### src/rtl/ee_tx_pkg.sv
// Shared types and constants for the EEPROM two-wire read-data transmitter.
package ee_tx_pkg;

  localparam int          TX_BYTE_BITS = 8;
  localparam logic [7:0]  TX_IDLE_BYTE = 8'hFF;

  typedef enum logic [1:0] {
    IDLE  = 2'd0,
    LOAD  = 2'd1,
    SHIFT = 2'd2,
    ACK   = 2'd3
  } tx_state_e;

endpackage

### src/rtl/ee_rd_tx_module_pad_sync_edge.sv
// Pad synchronizer with registered edge detect; TX_GLITCH_FILT_EN adds a
// 3-sample majority filter after the synchronizer.
module pad_sync_edge #(
  parameter int   SYNC_STAGES = 2,
  parameter logic RST_VAL     = 1'b1
) (
  input  logic clk,
  input  logic rst,
  input  logic pin_i,
  output logic level_o,
  output logic rise_o,
  output logic fall_o
);

  logic [SYNC_STAGES-1:0] sync_q;
  logic                   synced;
  logic                   clean;
  logic                   prev_q;
  logic                   rise_q;
  logic                   fall_q;

  // NOTE: sequential state uses non-blocking assignments so every flop samples
  // the pre-edge value of its neighbour; blocking here would collapse the chain.
  always_ff @(posedge clk) begin
    if (rst) sync_q <= {SYNC_STAGES{RST_VAL}};
    else     sync_q <= {sync_q[SYNC_STAGES-2:0], pin_i};
  end

  assign synced = sync_q[SYNC_STAGES-1];

`ifdef TX_GLITCH_FILT_EN
  logic [1:0] hist_q;
  logic       filt_q;

  // Registering the vote costs the second clock of added latency.
  always_ff @(posedge clk) begin
    if (rst) begin
      hist_q <= {2{RST_VAL}};
      filt_q <= RST_VAL;
    end else begin
      hist_q <= {hist_q[0], synced};
      filt_q <= (synced & hist_q[0]) | (synced & hist_q[1]) | (hist_q[0] & hist_q[1]);
    end
  end

  assign clean = filt_q;
`else
  assign clean = synced;
`endif

  always_ff @(posedge clk) begin
    if (rst) begin
      prev_q <= RST_VAL;
      rise_q <= 1'b0;
      fall_q <= 1'b0;
    end else begin
      prev_q <= clean;
      rise_q <= clean & ~prev_q;
      fall_q <= ~clean & prev_q;
    end
  end

  assign level_o = clean;
  assign rise_o  = rise_q;
  assign fall_o  = fall_q;

endmodule

### src/rtl/ee_rd_tx_module.sv
// EEPROM read-data serializer: shifts bytes MSB-first onto the SDA pull-down
// and samples master ACK/NACK. Optional macro: TX_GLITCH_FILT_EN.
module ee_rd_tx_module
  import ee_tx_pkg::*;
#(
  parameter int SYNC_STAGES = 2,
  parameter int DATA_WIDTH  = 8
) (
  input  logic                  clk,
  input  logic                  rst,
  input  logic                  scl_in,
  input  logic                  sda_in,
  input  logic                  tx_start,
  input  logic                  tx_abort,
  input  logic [DATA_WIDTH-1:0] tx_data,
  input  logic                  tx_valid,
  output logic                  tx_ready,
  output logic                  padout,
  output logic                  tx_busy,
  output logic                  byte_done,
  output logic                  master_ack,
  output logic                  addr_inc,
  output logic                  underrun
);

  localparam int CNT_W = $clog2(TX_BYTE_BITS);

  logic                  scl_rise;
  logic                  scl_fall;
  logic                  sda_lvl;

  tx_state_e             state_q;
  logic [DATA_WIDTH-1:0] shift_q;
  logic [CNT_W-1:0]      cnt_q;
  logic                  padout_q;
  logic                  tx_ready_q;
  logic                  byte_done_q;
  logic                  addr_inc_q;
  logic                  master_ack_q;
  logic                  underrun_q;
  logic                  ack_seen_q;

  pad_sync_edge #(.SYNC_STAGES(SYNC_STAGES), .RST_VAL(1'b1)) u_scl_sync (
    .clk     (clk),
    .rst     (rst),
    .pin_i   (scl_in),
    .level_o (),
    .rise_o  (scl_rise),
    .fall_o  (scl_fall)
  );

  pad_sync_edge #(.SYNC_STAGES(SYNC_STAGES), .RST_VAL(1'b1)) u_sda_sync (
    .clk     (clk),
    .rst     (rst),
    .pin_i   (sda_in),
    .level_o (sda_lvl),
    .rise_o  (),
    .fall_o  ()
  );

  always_ff @(posedge clk) begin
    // NOTE: the shift register is cleared too, so a reset mid-byte cannot leak
    // stale data into the next transfer.
    if (rst) begin
      state_q      <= IDLE;
      shift_q      <= '0;
      cnt_q        <= '0;
      padout_q     <= 1'b0;
      tx_ready_q   <= 1'b0;
      byte_done_q  <= 1'b0;
      addr_inc_q   <= 1'b0;
      master_ack_q <= 1'b0;
      underrun_q   <= 1'b0;
      ack_seen_q   <= 1'b0;
    end else begin
      tx_ready_q  <= 1'b0;
      byte_done_q <= 1'b0;
      addr_inc_q  <= 1'b0;
      if (tx_abort) begin
        state_q    <= IDLE;
        padout_q   <= 1'b0;
        ack_seen_q <= 1'b0;
      end else begin
        case (state_q)
          IDLE: begin
            padout_q <= 1'b0;
            if (tx_start) begin
              state_q    <= LOAD;
              tx_ready_q <= 1'b1;
              underrun_q <= 1'b0;
            end
          end
          LOAD: begin
            if (tx_valid) begin
              shift_q  <= tx_data;
              padout_q <= ~tx_data[DATA_WIDTH-1];
            end else begin
              shift_q    <= TX_IDLE_BYTE;
              padout_q   <= ~TX_IDLE_BYTE[DATA_WIDTH-1];
              underrun_q <= 1'b1;
            end
            cnt_q   <= CNT_W'(TX_BYTE_BITS - 1);
            state_q <= SHIFT;
          end
          SHIFT: begin
            if (scl_fall) begin
              if (cnt_q == '0) begin
                padout_q   <= 1'b0;
                ack_seen_q <= 1'b0;
                state_q    <= ACK;
              end else begin
                shift_q  <= {shift_q[DATA_WIDTH-2:0], 1'b0};
                cnt_q    <= cnt_q - 1'b1;
                padout_q <= ~shift_q[DATA_WIDTH-2];
              end
            end
          end
          ACK: begin
            // Only a fall that follows the sampled rise closes the ACK bit.
            if (scl_rise && !ack_seen_q) begin
              master_ack_q <= ~sda_lvl;
              byte_done_q  <= 1'b1;
              addr_inc_q   <= 1'b1;
              ack_seen_q   <= 1'b1;
            end else if (scl_fall && ack_seen_q) begin
              if (master_ack_q) begin
                state_q    <= LOAD;
                tx_ready_q <= 1'b1;
              end else begin
                state_q <= IDLE;
              end
            end
          end
          default: state_q <= IDLE;
        endcase
      end
    end
  end

  assign tx_ready   = tx_ready_q;
  assign padout     = padout_q;
  assign tx_busy    = (state_q != IDLE);
  assign byte_done  = byte_done_q;
  assign master_ack = master_ack_q;
  assign addr_inc   = addr_inc_q;
  assign underrun   = underrun_q;

endmodule

### config.mk
export PLATFORM = sky130hd
export DESIGN_NAME = ee_rd_tx_module
export DESIGN_NICKNAME = d
export VERILOG_FILES = /design/src/rtl/ee_tx_pkg.sv /design/src/rtl/ee_rd_tx_module_pad_sync_edge.sv /design/src/rtl/ee_rd_tx_module.sv
export SDC_FILE = /design/constraint.sdc
export NUM_CORES = 1
export LEC_CHECK = 0
export CORE_UTILIZATION = 40
export DETAILED_ROUTE_END_ITERATION = 8
export DONT_BUFFER_PORTS = 1
export HOLD_SLACK_MARGIN = 0.05
export SYNTH_ARGS = -nofsm -noshare
export SYNTH_HDL_FRONTEND = slang
export SYNTH_SLANG_ARGS = --single-unit
### constraint.sdc
create_clock -name clk -period 3.6 [get_ports clk]
set_input_delay 0 -clock clk [delete_from_list [all_inputs] [get_ports clk]]
set_output_delay 0 -clock clk [all_outputs]
set_load 0.05 [all_outputs]
Word level (Yosys, flattened, before mapping)
Index checks and enable logic that the tools add are counted.
Word-level totals
  logic and storage cells: 84
  bits of input ports: 15
  output and inout port bits: 7
  flip-flop bits (word level): 25
Cells by class
  reduce and logical (&&, ||, !) cells: 18
  add/subtract/negate cells: 1
  bitwise logic cells: 9
  equal/unequal tests: 11
  multiplexer cells: 31
Operators by type and width (count)
  $mux 7: 3
  $mux 1: 14
  $ne 2x2->1 const B: 7
  $pmux 7 s2: 1
  $reduce_and 4->1: 3
  $mux 2: 5
  $pmux 2 s4: 1
  $reduce_bool 2->1: 4
  $not 1->1: 7
  $mux 3: 2
  $pmux 1 s2: 3
  $pmux 3 s2: 1
  $reduce_and 5->1: 1
  $eq 2x2->1 const B: 2
  $logic_not 3->1: 1
  $pmux 1 s3: 1
  $reduce_and 3->1: 1
  $reduce_bool 3->1: 1
  $reduce_or 3->1: 1
  $sub 3x1->3 const B: 1
  $and 1x1->1: 2
  $eq 2x1->1 const B: 1
  $logic_and 1x1->1: 2
  $logic_not 2->1: 1
  4 further kinds: 4

Logic depth before layout (Yosys ltp)
  word-level depth: 4
  mapped depth: 8
  depth with buffers taken out: 6

By module
Synthesis repeated with hierarchy kept, for this count alone.
Second synthesis, totals
  cell total of the unflattened synthesis: 132
  area total of the unflattened synthesis: 1251.2 µm²
Modules (own cells, without submodules)
  ee_rd_tx_module: cells each 112, seq. area each 360.3 µm², area each 983.4 µm², instances 1
  pad_sync_edge: cells each 10, seq. area each 100.1 µm², area each 133.9 µm², instances 2

Least setup slack after synthesis
No wires, ideal clock.
  kind: register to register
  from: reg state_q[0]
  to: reg state_q[1]
  buffers on the path: 0
  stages on the path, launching flop included: 7
  clock period less this slack: 1584 ps
  data required time: 3479 ps
  setup slack: 2016 ps
  arrival time: 1463 ps
  library setup time: 121 ps
  path through: dfxtp_1 inv_1 ha_1 nor2b_2 a2111oi_4 mux2i_1 nor2_1
Between the ends
  word-level cells in the longest chain between the ends: 3
  elaborated cells between the ends (all ways): 11
  classes of those cells: eq/ne: 8; mux: 1; reduce/logical: 2
RTL lines
  from (decl): RTL line ee_rd_tx_module.sv:32  | tx_state_e state_q;
  from (signal assigned): RTL line ee_rd_tx_module.sv:65  | state_q <= IDLE;
  from (signal assigned): RTL line ee_rd_tx_module.sv:80  | state_q <= IDLE;
  from (signal assigned): RTL line ee_rd_tx_module.sv:88  | state_q <= LOAD;
  $eq 2x2->1 / $logic_not 2->1 (equally long branches): RTL line ee_rd_tx_module.sv:84  | case (state_q)
  $ne 2x1->1 (no line) / $ne 2x2->1 (equally long branches)
  $reduce_and 5->1 (no line)
Parallel ways exist; a longest one is shown, timed or not.
A chain may end at the register's enable or synchronous reset.

Final worst setup path
  from: reg state_q[0]
  to: reg shift_q[0]
Between the ends
  word-level cells in the longest chain between the ends: 3
  elaborated cells between the ends (all ways): 7
  classes of those cells: eq/ne: 4; mux: 1; reduce/logical: 2
RTL lines
  $eq 2x2->1 / $eq 2x1->1 (equally long branches): RTL line ee_rd_tx_module.sv:84
  $ne 2x2->1 (no line) (tied with other cells)
  $reduce_and 4->1 (no line)
  to (signal assigned): RTL line ee_rd_tx_module.sv:95  | shift_q <= tx_data;
  to (signal assigned): RTL line ee_rd_tx_module.sv:112  | shift_q <= {shift_q[DATA_WIDTH-2:0], 1'b0};
  to (decl): RTL line ee_rd_tx_module.sv:33  | logic [DATA_WIDTH-1:0] shift_q;
Parallel ways exist; a longest one is shown, timed or not.

==> results.sh <==
export IMPL_status="finished with violations"
export IMPL_violations="DRC"
export IMPL_cts_path_max_buffers=2
export IMPL_die_area_sq_mm=0.00331
export IMPL_rsz0062_at_grt="no"
export IMPL_antenna_found_initial=0
export IMPL_io_pins=22
export IMPL_wirelength_mm=2.60
export IMPL_setup_viol=0
export IMPL_gr_usage_met1=0.201
export IMPL_top_usage_layer="met2"
export IMPL_syn_num_nets=170
export IMPL_slew_violations=0
export IMPL_min_period_ps=2470
export IMPL_clock_skew_ps=3.63
export IMPL_die_h_um=57.6
export IMPL_use_met2=0.302
export IMPL_seqPwrFrac=0.593
export IMPL_cp_cell_sequence="inv_1 > ha_1 > nor2b_1 > nand3_1 > a21oi_1 > dlygate4sd3_1"
export IMPL_cts_resized=0
export IMPL_yosysUniqueCellTypes=31
export IMPL_relSlewSlack=0.378
export IMPL_layout_commonest_cell="dfxtp_1"
export IMPL_dp_final_hpwl_mm=1.76
export IMPL_p_leak_nw=0.546
export IMPL_cp_max_fo=11
export IMPL_hold_viol=0
export IMPL_drc=2
export IMPL_dr_pass1_iters=6
export IMPL_areaGrowthSynthToFinish_pct=18.7
export IMPL_async_reset_ff_frac=0
export IMPL_intPower_uw=368
export IMPL_clock_latency_ps=310
export IMPL_slowest_delay_ps=590
export IMPL_p_clk_frac=0.244
export IMPL_grt_overflow_total=0
export IMPL_syn_area_per_cell_sq_um=8.34
export IMPL_netlist_area_sq_mm=0.00123
export IMPL_post_cts_repair_setup_buffers=0
export IMPL_maxCapViolCount=0
export IMPL_ant_nets=0
export IMPL_port_buffers=0
export IMPL_cpLargestDelayFamily="simple AND/OR/NAND/NOR gates"
export IMPL_cp_end_kind="flop"
export IMPL_h_tree_depth=1
export IMPL_start_util=0.437
export IMPL_worst_pin_slew_ps=932
export IMPL_drive_gt1_frac=0.0793
export IMPL_globalplace_congestion=0.833
export IMPL_place_ws_ps=1430
export IMPL_tns_ps=0
export IMPL_via_per_inst=5.49
export IMPL_min_path_type="primary input to flop"
export IMPL_switching_share=0.263
export IMPL_synth_edff_count=0
export IMPL_critical_path_buf_inv_count=2
export IMPL_irDropWorstVdd_v=0.000272
export IMPL_cts_made_buffers=3
export IMPL_wl_per_cell_um=13.3
export IMPL_grt_pass1_wl_mm=4.45
export IMPL_core_sq_mm=0.00283
export IMPL_grt_pass1_vias=1073
export IMPL_num_vias=1070
export IMPL_cp_slowest_cell="nor2b_1"
export IMPL_dr_first_iter_drc_count=47
export IMPL_critPathRequiredTime_ps=3870
export IMPL_grt_max_degree=20
export IMPL_netlist_instances=148
export IMPL_yosys_warnings=0
export IMPL_totalPowerFinal_uw=500
export IMPL_diodes=0
export IMPL_cts_root_buf="clkbuf_4"
export IMPL_clock_sinks=25
export IMPL_synthFlopType="dfxtp_1"
export IMPL_cts_tree="done"
export IMPL_use_met3=0.0522
export IMPL_crit_arrival_ps=2730
export IMPL_fmax_ghz=0.405
export IMPL_clk_pin_slew_ps=130
export IMPL_period_share=0.685
export IMPL_final_cell_mix="25 x dfxtp_1, 21 x dlygate4sd3_1, 16 x o21ai_0"
export IMPL_final_nets=187
export IMPL_ys_seq_area_frac=0.405
export IMPL_power_density_mw_per_mm2=341
export IMPL_criticalPathCategory="flop to flop"
export IMPL_start_kind="flop"
export IMPL_fp_dieW_um=57.6
export IMPL_p_comb_frac=0.164
export IMPL_fp_row_count=19
export IMPL_ys_ff_latch=25
export IMPL_grtUsageTotal=0.174
export IMPL_power_switching_uw=132
export IMPL_finalWorstSetupSlack_ps=1130
==> through the flow <==
| step | hold slack (ps) | area [sq um] | instances | utilization |
|---|---|---|---|---|
| after floorplan | 104 | 1230 | 148 | - |
| after CTS | 182 | 1470 | 195 | 0.518 |
| final | 191 | 1470 | 195 | 0.518 |
| after global placement | 72.3 | 1230 | 170 | 0.434 |
| after detailed placement | 74.5 | 1230 | 170 | 0.434 |
| after global routing | 211 | 1470 | 195 | 0.518 |
==> registers in the layout (all words and copies together), names as in the netlist <==
signal,cells
u_scl_sync.prev_q,1
state_q,2
u_scl_sync.fall_o,1
ack_seen_q,1
cnt_q,3
u_scl_sync.rise_o,1
padout,1
addr_inc,1
master_ack,1
u_sda_sync.sync_q,2
u_scl_sync.sync_q,2
underrun,1
shift_q,7
tx_ready,1
==> cell usage after synthesis (2+ instances only) <==
cell type	instances	area (sq um)
dfxtp_1	25	500
o21ai_0	16	80.1
nand2_1	13	48.8
a21oi_1	12	60.1
nand3_1	9	45.0
nor2b_1	9	56.3
nor2_1	8	30.0
ha_1	7	87.6
inv_1	7	26.3
nor3_1	6	30.0
or2_2	6	37.5
clkbuf_1	4	15.0
buf_2	3	15.0
a211o_1	2	17.5
a211oi_1	2	15.0
buf_4	2	15.0
nand2b_1	2	12.5
o32ai_1	2	17.5
==> timing repair <==
action,4_1_cts,5_1_grt
endpoints found under the hold margin,25,0
hold buffers,21,0
setup endpoints to repair,0,0
==> cell families (layout without fill, tap and decap cells) <==
family | Yosys count | after routing | share of synthesized area
buffers and inverters | 16 | 32 | 0.0577
muxes | 1 | 1 | 0.00811
AOI/OAI and AO/OA | 41 | 41 | 0.213
DFF | 25 | 25 | 0.405
adders and majority gates | 7 | 7 | 0.0709
and+or+nand+nor | 58 | 58 | 0.245
==> layout make-up <==
cell class              instances  area [sq um]
well taps                      31          38.8
flip-flops and latches         25           500
clock buffers                   3          22.5
multi-input cells             107           663
clock inverters                 1          5.00
fillers                       261          1360
inverters                       7          26.3
repair buffers                 21           210
==> path summary, 6_finish.rpt <==
kind | startpoint | end | slack, ps | cells past startpoint
setup / recovery | state_q[0] | shift_q[0] | 1130 | 6
hold / removal | tx_start | state_q[1] | 190 | 4
setup reg to reg | state_q[0] | shift_q[0] | 1130 | 6
hold reg to reg | u_sda_sync.sync_q[1] | master_ack | 420 | 1
==> worst reg2reg max path, cell delays in order, from the launching register on <==
cell and delay [ps]:
dfxtp_1 440, inv_1 110, ha_1 370, nor2b_1 590, nand3_1 170, a21oi_1 180
dlygate4sd3_1 560
==> power by group through the flow <==
| stage | Sequential, mW | Clock, mW | Combinational [mW] |
|---|---|---|---|
| after CTS | 0.297 | 0.130 | 0.0819 |
| after detailed placement | 0.303 | 0 | 0.0604 |
| after floorplan | 0.301 | 0 | 0.0547 |
| final | 0.296 | 0.122 | 0.0819 |
| after global routing | 0.298 | 0.141 | 0.0901 |
| after global placement | 0.302 | 0 | 0.0590 |
==> layer usage <==
metal  wire (um)  vias to the layer above  share of wire
li1            -                      541              -
met2        1240                       26           0.48
met3         137                        6          0.053
met5           0                        -              0
met1        1160                      497           0.45
met4          62                        0          0.024
No activity file was read; power rests on OpenSTA's default activity.
